`config.mk`:
```
export PLATFORM = sky130hd
export DESIGN_NAME = mem_arbiter_flat
export DESIGN_NICKNAME = d
export VERILOG_FILES = /design/src/rtl/mem_arb_pkg.sv /design/src/rtl/mem_arbiter_if.sv /design/src/rtl/mem_arbiter.sv /design/src/flat_wrapper.sv
export SDC_FILE = /design/constraint.sdc
export NUM_CORES = 1
export LEC_CHECK = 0
export ABC_CLOCK_PERIOD_IN_PS = 2200
export CORE_ASPECT_RATIO = 2
export CORE_MARGIN = 1
export CORE_UTILIZATION = 30
export CTS_CLUSTER_DIAMETER = 30
export DETAILED_ROUTE_END_ITERATION = 7
export SYNTH_ARGS = -nofsm -noshare
export SYNTH_HDL_FRONTEND = slang
export SYNTH_SLANG_ARGS = --single-unit
export TNS_END_PERCENT = 1
```
`constraint.sdc`:
```
create_clock -name clk -period 2.2 [get_ports clk]
set_input_delay 0.55 -clock clk [delete_from_list [all_inputs] [get_ports clk]]
set_output_delay 0.55 -clock clk [all_outputs]
set_load 0.05 [all_outputs]
```
`src/rtl/mem_arb_pkg.sv`:
```
// mem_arb_pkg: FSM and grant encodings, IO window default and round-robin pick helper shared by mem_arbiter.
package mem_arb_pkg;
  typedef enum logic [1:0] {IDLE = 2'd0, ACCESS = 2'd1, RESP = 2'd2} state_t;
  typedef enum logic {GNT_IF = 1'b0, GNT_D = 1'b1} grant_t;
  localparam int IO_BIT_DEF = 22;
  // On contention the port that was not granted last time wins; a lone requester always wins.
  function automatic grant_t mem_arb_pick(input logic if_req, input logic d_req, input grant_t last_grant);
    return (if_req && d_req) ? ((last_grant == GNT_D) ? GNT_IF : GNT_D) : (d_req ? GNT_D : GNT_IF);
  endfunction
endpackage

```
`src/rtl/mem_arbiter_if.sv`:
```
// mem_arbiter_if: fetch port, data port, RAM port and IO port of the memory arbiter.
//   master: the arbiter (drives acks, rdata, mem_* and io_* requests)
//   slave : the core, RAM and IO side (drives reqs, addresses, write data, mem_rdata, io_rdata)
interface mem_arbiter_if #(parameter int ADDR_WIDTH = 8);
  logic                  if_req;
  logic [31:0]           if_addr;
  logic [31:0]           if_rdata;
  logic                  if_ack;
  logic                  d_req;
  logic [31:0]           d_addr;
  logic [3:0]            d_wmask;
  logic [31:0]           d_wdata;
  logic [31:0]           d_rdata;
  logic                  d_ack;
  logic [ADDR_WIDTH-1:0] mem_addr;
  logic                  mem_rden;
  logic [3:0]            mem_wmask;
  logic [31:0]           mem_wdata;
  logic [31:0]           mem_rdata;
  logic [19:0]           io_addr;
  logic                  io_rstrb;
  logic                  io_wstrb;
  logic [31:0]           io_wdata;
  logic [31:0]           io_rdata;
  modport master (
    input  if_req, if_addr, d_req, d_addr, d_wmask, d_wdata, mem_rdata, io_rdata,
    output if_rdata, if_ack, d_rdata, d_ack, mem_addr, mem_rden, mem_wmask, mem_wdata,
           io_addr, io_rstrb, io_wstrb, io_wdata
  );
  modport slave (
    output if_req, if_addr, d_req, d_addr, d_wmask, d_wdata, mem_rdata, io_rdata,
    input  if_rdata, if_ack, d_rdata, d_ack, mem_addr, mem_rden, mem_wmask, mem_wdata,
           io_addr, io_rstrb, io_wstrb, io_wdata
  );
endinterface

```
`src/rtl/mem_arbiter.sv`:
```
// mem_arbiter: shares one single-port RAM and the IO window between the fetch and data ports via IDLE/ACCESS/RESP.
//   clk    : clock
//   resetn : synchronous active-low reset
//   bus    : mem_arbiter_if.master (fetch/data req-ack ports, RAM port, IO port)
//   MEM_ARB_RR_EN defined: round-robin on contention; undefined: data port has fixed priority.
module mem_arbiter
  import mem_arb_pkg::*;
#(
  parameter int ADDR_WIDTH = 8,
  parameter int IO_BIT     = IO_BIT_DEF
) (
  input logic           clk,
  input logic           resetn,
  mem_arbiter_if.master bus
);
  state_t                r_state, w_next;
  grant_t                r_grant, w_grant;
  logic [ADDR_WIDTH-1:0] r_ram_addr;
  logic [19:0]           r_io_addr;
  logic                  r_io;
  logic [3:0]            r_wmask;
  logic [31:0]           r_wdata, r_io_q, r_if_rdata, r_d_rdata, w_rdata, w_addr;
  logic                  w_rd, w_start, w_unused;
  assign w_start = (r_state == IDLE) && (bus.if_req || bus.d_req);
`ifdef MEM_ARB_RR_EN
  grant_t r_last_grant;
  assign w_grant = mem_arb_pick(bus.if_req, bus.d_req, r_last_grant);
  always_ff @(posedge clk) begin
    if (!resetn) r_last_grant <= GNT_IF;
    else if (w_start) r_last_grant <= w_grant;
  end
`else
  assign w_grant = bus.d_req ? GNT_D : GNT_IF;
`endif
  assign w_addr   = (w_grant == GNT_D) ? bus.d_addr : bus.if_addr;
  // Upper RAM address bits alias and addr[1:0] is ignored, so most address bits are intentionally dropped.
  assign w_unused = &{1'b0, w_addr};
  assign w_rd     = (r_wmask == 4'd0);
  // Write acks return zero; reads take the IO snapshot or the registered RAM word.
  assign w_rdata  = !w_rd ? 32'd0 : r_io ? r_io_q : bus.mem_rdata;
  always_ff @(posedge clk) begin
    if (!resetn) r_state <= IDLE;
    else r_state <= w_next;
  end
  always_ff @(posedge clk) begin
    if (!resetn) begin
      r_grant    <= GNT_IF;
      r_ram_addr <= '0;
      r_io_addr  <= '0;
      r_io       <= 1'b0;
      r_wmask    <= 4'd0;
      r_wdata    <= '0;
      r_io_q     <= '0;
      r_if_rdata <= '0;
      r_d_rdata  <= '0;
    end else begin
      if (w_start) begin
        r_grant    <= w_grant;
        r_ram_addr <= w_addr[ADDR_WIDTH+1:2];
        r_io_addr  <= w_addr[21:2];
        r_io       <= w_addr[IO_BIT];
        r_wmask    <= (w_grant == GNT_D) ? bus.d_wmask : 4'd0;
        r_wdata    <= bus.d_wdata;
      end
      if (bus.io_rstrb) r_io_q <= bus.io_rdata;
      if (bus.if_ack) r_if_rdata <= w_rdata;
      if (bus.d_ack) r_d_rdata <= w_rdata;
    end
  end
  always_comb begin
    w_next        = IDLE;
    bus.mem_addr  = r_ram_addr;
    bus.mem_wdata = r_wdata;
    bus.io_addr   = r_io_addr;
    bus.io_wdata  = r_wdata;
    bus.mem_rden  = 1'b0;
    bus.mem_wmask = 4'd0;
    bus.io_rstrb  = 1'b0;
    bus.io_wstrb  = 1'b0;
    bus.if_ack    = 1'b0;
    bus.d_ack     = 1'b0;
    bus.if_rdata  = r_if_rdata;
    bus.d_rdata   = r_d_rdata;
    case (r_state)
      IDLE: w_next = w_start ? ACCESS : IDLE;
      ACCESS: begin
        w_next        = RESP;
        bus.mem_rden  = !r_io && w_rd;
        bus.mem_wmask = r_io ? 4'd0 : r_wmask;
        bus.io_rstrb  = r_io && w_rd;
        bus.io_wstrb  = r_io && !w_rd;
      end
      RESP: begin
        bus.if_ack   = (r_grant == GNT_IF);
        bus.d_ack    = (r_grant == GNT_D);
        bus.if_rdata = (r_grant == GNT_IF) ? w_rdata : r_if_rdata;
        bus.d_rdata  = (r_grant == GNT_D) ? w_rdata : r_d_rdata;
      end
      default: w_next = IDLE;
    endcase
  end
endmodule

```
`src/flat_wrapper.sv`:
```
// flat-port wrapper written by rule: the top's interface ports become plain ports
module mem_arbiter_flat import mem_arb_pkg::*;
#(
  parameter int ADDR_WIDTH = 8,
  parameter int IO_BIT     = IO_BIT_DEF
)
  (clk, resetn, bus_if_req, bus_if_addr, bus_d_req, bus_d_addr, bus_d_wmask, bus_d_wdata, bus_mem_rdata, bus_io_rdata, bus_if_rdata, bus_if_ack, bus_d_rdata, bus_d_ack, bus_mem_addr, bus_mem_rden, bus_mem_wmask, bus_mem_wdata, bus_io_addr, bus_io_rstrb, bus_io_wstrb, bus_io_wdata);
  mem_arbiter_if #(.ADDR_WIDTH(ADDR_WIDTH)) bus_i ();
  input logic clk;
  input logic resetn;
  input wire logic [$bits(bus_i.if_req)-1:0] bus_if_req;
  input wire logic [$bits(bus_i.if_addr)-1:0] bus_if_addr;
  input wire logic [$bits(bus_i.d_req)-1:0] bus_d_req;
  input wire logic [$bits(bus_i.d_addr)-1:0] bus_d_addr;
  input wire logic [$bits(bus_i.d_wmask)-1:0] bus_d_wmask;
  input wire logic [$bits(bus_i.d_wdata)-1:0] bus_d_wdata;
  input wire logic [$bits(bus_i.mem_rdata)-1:0] bus_mem_rdata;
  input wire logic [$bits(bus_i.io_rdata)-1:0] bus_io_rdata;
  output wire logic [$bits(bus_i.if_rdata)-1:0] bus_if_rdata;
  output wire logic [$bits(bus_i.if_ack)-1:0] bus_if_ack;
  output wire logic [$bits(bus_i.d_rdata)-1:0] bus_d_rdata;
  output wire logic [$bits(bus_i.d_ack)-1:0] bus_d_ack;
  output wire logic [$bits(bus_i.mem_addr)-1:0] bus_mem_addr;
  output wire logic [$bits(bus_i.mem_rden)-1:0] bus_mem_rden;
  output wire logic [$bits(bus_i.mem_wmask)-1:0] bus_mem_wmask;
  output wire logic [$bits(bus_i.mem_wdata)-1:0] bus_mem_wdata;
  output wire logic [$bits(bus_i.io_addr)-1:0] bus_io_addr;
  output wire logic [$bits(bus_i.io_rstrb)-1:0] bus_io_rstrb;
  output wire logic [$bits(bus_i.io_wstrb)-1:0] bus_io_wstrb;
  output wire logic [$bits(bus_i.io_wdata)-1:0] bus_io_wdata;
  assign bus_i.if_req = bus_if_req;
  assign bus_i.if_addr = bus_if_addr;
  assign bus_i.d_req = bus_d_req;
  assign bus_i.d_addr = bus_d_addr;
  assign bus_i.d_wmask = bus_d_wmask;
  assign bus_i.d_wdata = bus_d_wdata;
  assign bus_i.mem_rdata = bus_mem_rdata;
  assign bus_i.io_rdata = bus_io_rdata;
  assign bus_if_rdata = bus_i.if_rdata;
  assign bus_if_ack = bus_i.if_ack;
  assign bus_d_rdata = bus_i.d_rdata;
  assign bus_d_ack = bus_i.d_ack;
  assign bus_mem_addr = bus_i.mem_addr;
  assign bus_mem_rden = bus_i.mem_rden;
  assign bus_mem_wmask = bus_i.mem_wmask;
  assign bus_mem_wdata = bus_i.mem_wdata;
  assign bus_io_addr = bus_i.io_addr;
  assign bus_io_rstrb = bus_i.io_rstrb;
  assign bus_io_wstrb = bus_i.io_wstrb;
  assign bus_io_wdata = bus_i.io_wdata;
  mem_arbiter #(.ADDR_WIDTH(ADDR_WIDTH), .IO_BIT(IO_BIT)) u_core (.clk(clk), .resetn(resetn), .bus(bus_i));
endmodule
```
# [Word-level counts from Yosys, hierarchy flattened]
# Cells that the tools add are included.
[classes] n_reduce_logical=9 bitwise=1 n_eq_ne=2 muxes=18
[ops] operator="$mux 32" n=6
[ops] operator="$mux 23" n=1
[ops] operator="$mux 4" n=3
[ops] operator="$mux 1" n=7
[ops] operator="$logic_and 1x1->1" n=4
[ops] operator="$logic_not 4->1" n=1
[ops] operator="$pmux 2 s2" n=1
[ops] operator="$eq 2x1->1 const B" n=1
[ops] operator="$eq 2x2->1 const B" n=1
[ops] operator="$logic_not 1->1" n=2
[ops] operator="$logic_not 2->1" n=1
[ops] operator="$logic_or 1x1->1" n=1
[ops] operator="$not 1->1" n=1
[word_totals] ff_bits=164 elab_cells=40 out_inout_bits=165 inputBits=168

# [Logic depth before layout (Yosys ltp)]
[depth] word_depth=4 mapped_depth=6 ltp_nobuf=4

# [Least setup slack after synthesis]
# OpenSTA, ideal clock, no wires.
[synth_timing] path_type="reg-to-output" start="reg u_core.r_wmask[3]" end="out bus_d_rdata[0]" path_stages_with_launch=5 path_buffers=1 slack_ns=-0.733 arrival_time_ns=2.383 required_time_ns=1.650 path_cell_list="dfxtp_1 > or4_4 > buf_6 > or2_2 > o21ai_0"
[synth_via] elab_chain_cells=4
[synth_rtl] element="start, declared" line="mem_arbiter.sv:21" rtl="logic [3:0] r_wmask;"
[synth_rtl] element="start signal, assigned" line="mem_arbiter.sv:62" rtl="r_wmask <= (w_grant == GNT_D) ? bus.d_wmask : 4'd0;"
[synth_rtl] element="$logic_not 4->1" line="mem_arbiter.sv:38" rtl="assign w_rd = (r_wmask == 4'd0);"
[synth_rtl] element="$mux 32" line="mem_arbiter.sv:40" rtl="assign w_rdata = !w_rd ? 32'd0 : r_io ? r_io_q : bus.mem_rdata;"
[synth_rtl] element="$mux 32" line="mem_arbiter.sv:97" rtl="bus.d_rdata = (r_grant == GNT_D) ? w_rdata : r_d_rdata;"
[synth_rtl] element="$mux 32" line="mem_arbiter.sv:84" rtl="case (r_state)"
[synth_rtl] element="end, declared" line="flat_wrapper.sv:21" rtl="output wire logic [$bits(bus_i.d_rdata)-1:0] bus_d_rdata;"
# Every way passes these cells.

# [Worst setup path in the final report]
[layout_timing] start="reg u_core.r_wmask[3]" end="out bus_if_rdata[25]"
[layout_via] elab_chain_cells=4
[layout_rtl] element="$logic_not 4->1" line="mem_arbiter.sv:38"
[layout_rtl] element="$mux 32" line="mem_arbiter.sv:40"
[layout_rtl] element="$mux 32" line="mem_arbiter.sv:96" rtl="bus.if_rdata = (r_grant == GNT_IF) ? w_rdata : r_if_rdata;"
[layout_rtl] element="$mux 32" line="mem_arbiter.sv:84"
[layout_rtl] element="end, declared" line="flat_wrapper.sv:19" rtl="output wire logic [$bits(bus_i.if_rdata)-1:0] bus_if_rdata;"
# Every way passes these cells.

==> impl_metrics.csv <==
group,metric,value,unit
outcome,outcome,"finished with violations",
outcome,violations,"setup timing",
die,start_util,30.68,%
detailed_routing,antenna_left,0,
detailed_routing,dr.pass1.iters,4,
power,pwr-share-clk,35.9,%
synth,yosys_warnings,0,
sta,finalClockSkew,8.231,ps
place,gp_congestion,0.7910,
detailed_routing,routedWlPerCell,17.30,um
clock_tree,h-tree-depth,4,
die,coreArea,24020,um2
setup_path,cp.arrival,2240,ps
setup_path,crit_slowest_cell,"or4_4",
sta,rsz0062_at_grt,"yes",
setup_path,path_cells,"or4_4 -> buf_12 -> or2_4 -> o21ai_4 -> buf_12",
place,dpl_worst_slack,-146.7,ps
place,dpl_cell_area,12180,um2
min_path,hp-class,"reg2reg",
synth,ys_types,29,
clock_tree,clock-root-buffer,"clkbuf_16",
synth,synth_edf_count,0,
detailed_routing,dr_total_vias,7175,
power,p_sw,0.002773,W
power,p_int,0.005957,W
detailed_routing,drc,0,
synth,synth_area,7370,um2
sta,period_needed,2794,ps
setup_path,cp.required,1650,ps
layout,layout-drive-gt1-share,23.37,%
job,drv_cap,0,
synth,synthesis.instances,894,
power,pwr-share-comb,29.0,%
synth,yosysSeqAreaShare,42.38,%
clock_tree,post_cts_buffers,0,
sta,fmax,357.9,MHz
power,vdd.ir_drop.worst,0.3808,mV
sta,setup_viol_count_final,68,
grt,track_usage,20.04,%
layout,layout.cells.non_filler,1456,
synth,ys_top_cells_by_count,"dfxtp_1, nand2_1, o21ai_1, nand3_1, mux2i_1",
sta,final_max_slew_viol_count,0,
setup_path,critPathTopFamily,"simple AND/OR/NAND/NOR gates",
sta,timing.final.ws_setup,-593.8,ps
power,p_leak,5.244,nW
detailed_routing,drt_iter0_drc,217,
synth,yosysMostFrequentCell,"dfxtp_1",
detailed_routing,routed_wl,25180,um
layout,fillers,2141,
die,die_w,112.8,um
setup_path,start_kind,"flip-flop",
grt,grt_max_degree,65,
synth,synth_ff_type,"dfxtp_1",
sta,period_share,127.0,%
grt,grt_pass1_vias,7158,
layout,nNetsFinal,1323,
setup_path,critPathKind,"reg2out",
setup_path,end_kind,"output port",
clock_tree,hold_buffers,0,
layout,multiInputGateArea,4219,um2
grt,overflow,0,
grt,antenna_found_initial,1,
die,fp.dieH,223.7,um
setup_path,worst_path_largest_cell_delay,660,ps
clock_tree,clk-insertion-delay-late,430,ps
power,sw_frac_of_total,31.76,%
synth,async_reset_ff_share,0,%
clock_tree,clkSinkCount,156,
sta,tightest_slew,564.1,ps
setup_path,cp_common_cell,"buf_12",
detailed_routing,viasPerCell,4.928,
clock_tree,clock_path_buffers,2,
layout,syn2layout_area_growth,75.08,%
layout,fin_area,12900,um2
synth,synthTopCellsByArea,"dfxtp_1, mux2i_1, o21ai_1",
power,power,0.008730,W
place,dp_cells,1423,
clock_tree,cts_buffers,17,
die,rows,80,
synth,postSynthAreaPerCell,8.243,um2
sta,maxSlewHeadroom,62.33,%
place,hpwl,18200,um
synth,syn_nets,1062,
place,io_buffers,310,
die,ios,333,
setup_path,timing.critical_path.buf_inv,2,
synth,yosysTopAreaCellShare,42.38,%
setup_path,cp_max_fo,14,
layout,regArea,3129,um2
power,p_seq_share,35.1,%
power,pwr_density_cell,676.6,nW/um2
sta,hold_viol,0,
clock_tree,clkTransAtPathRegs,60,ps
grt,grt_pass1_wl,38870,um
synth,synth_top_cell_by_area,"dfxtp_1",
synth,ys_ff_latch,156,
clock_tree,cts_tree,"built",
die,die_area,25230,um2
==> worst min-delay path, delay by kind of cell, from the launching register on <==
kind	cells	cell delay (ps)
flops	1	310
mux	1	50
simple gates	1	50
==> layout make-up <==
type,instances,area share [%]
diodes,1,0.01939
clock buffers,22,3.520
clock inverters,10,1.261
inverters,4,0.1358
multi-input cells,611,32.70
flip-flops and latches,156,24.25
well taps,287,2.783
repair buffers,365,35.33
==> sequential cells by signal, indices dropped and copies added (netlist names) <==
signal and flops:
u_core.bus.io_addr 20, u_core.bus.io_wdata 32, u_core.r_state 2, u_core.r_io 1, u_core.r_grant 1, u_core.r_wmask 4, u_core.r_d_rdata 32, u_core.r_if_rdata 32
u_core.r_io_q 32
==> per-stage QoR <==
step / hold WS, ps / util [%] / TNS [ps]
2_1_floorplan: 434.4 / - / -3450
3_5_place_dp: 448.3 / 50.71 / -6115
5_1_grt: 475.8 / 53.71 / -37710
3_3_place_gp: 442.0 / 50.71 / -5594
4_1_cts: 456.9 / 53.28 / -35760
6_report: 454.4 / 53.71 / -33450
==> metal layers <==
| layer | wire length, um | track usage [%] | vias to the layer above | part of all wire (%) |
|---|---|---|---|---|
| li1 | - | - | 3578 | - |
| met1 | 9165 | 20.21 | 3371 | 36 |
| met2 | 14260 | 38.77 | 196 | 57 |
| met3 | 1010 | 3.896 | 30 | 4.0 |
| met4 | 747 | 9.075 | 0 | 3.0 |
| met5 | 0 | 0 | - | 0 |
==> logic make-up after synthesis <==
family | Yosys count | share of synthesized area (%)
compound gates | 244 | 17.69
buf+inv | 127 | 9.389
mux | 85 | 11.55
simple gates | 282 | 19.00
flops | 156 | 42.38
==> path summary, 6_finish.rpt <==
check,startpoint,to,slack (ps),depth (start not counted)
worst max-delay path,u_core.r_wmask[3],bus_if_rdata[25],-590,5
worst min-delay path,u_core.r_io_q[30],u_core.r_io_q[30],450,2
worst max register to register,u_core.r_wmask[3],u_core.r_io_q[27],180,5
worst min register to register,u_core.r_io_q[30],u_core.r_io_q[30],450,2
==> cells in the final DEF, fill, tap and decap left out, drive strengths merged <==
| cell type | instances |
|---|---|
| a211oi | 21 |
| a21oi | 58 |
| and2 | 4 |
| buf | 131 |
| bufinv | 4 |
| clkbuf | 22 |
| clkdlybuf4s50 | 185 |
| clkinv | 3 |
| clkinvlp | 2 |
| dfxtp | 156 |
| diode | 1 |
| dlygate4sd2 | 12 |
| dlymetal6s2s | 37 |
| inv | 5 |
| mux2i | 85 |
| nand2 | 131 |
| nand3 | 100 |
| nand3b | 2 |
| nor2 | 4 |
| nor2b | 2 |
| nor3 | 1 |
| nor3b | 2 |
| o21ai | 165 |
| or2 | 34 |
| or3b | 1 |
| or4 | 1 |
==> repair_timing <==
| action | 4_1_cts | 5_1_grt |
|---|---|---|
| hold endpoints to repair | 0 | 0 |
| pin swaps | 9 | 3 |
| resized for setup | 17 | 40 |
| setup endpoints to repair | 85 | 111 |
==> power by group through the flow <==
stage / clock [W] / combinational (W) / sequential (W)
finish: 0.00313 / 0.00253 / 0.00306
CTS: 0.00321 / 0.00256 / 0.00307
global route: 0.00334 / 0.00266 / 0.00308
global placement: 0 / 0.00255 / 0.00312
floorplan: 0 / 0.00128 / 0.00340
detailed placement: 0 / 0.00256 / 0.00313
Power figures use the tool's default switching activity.
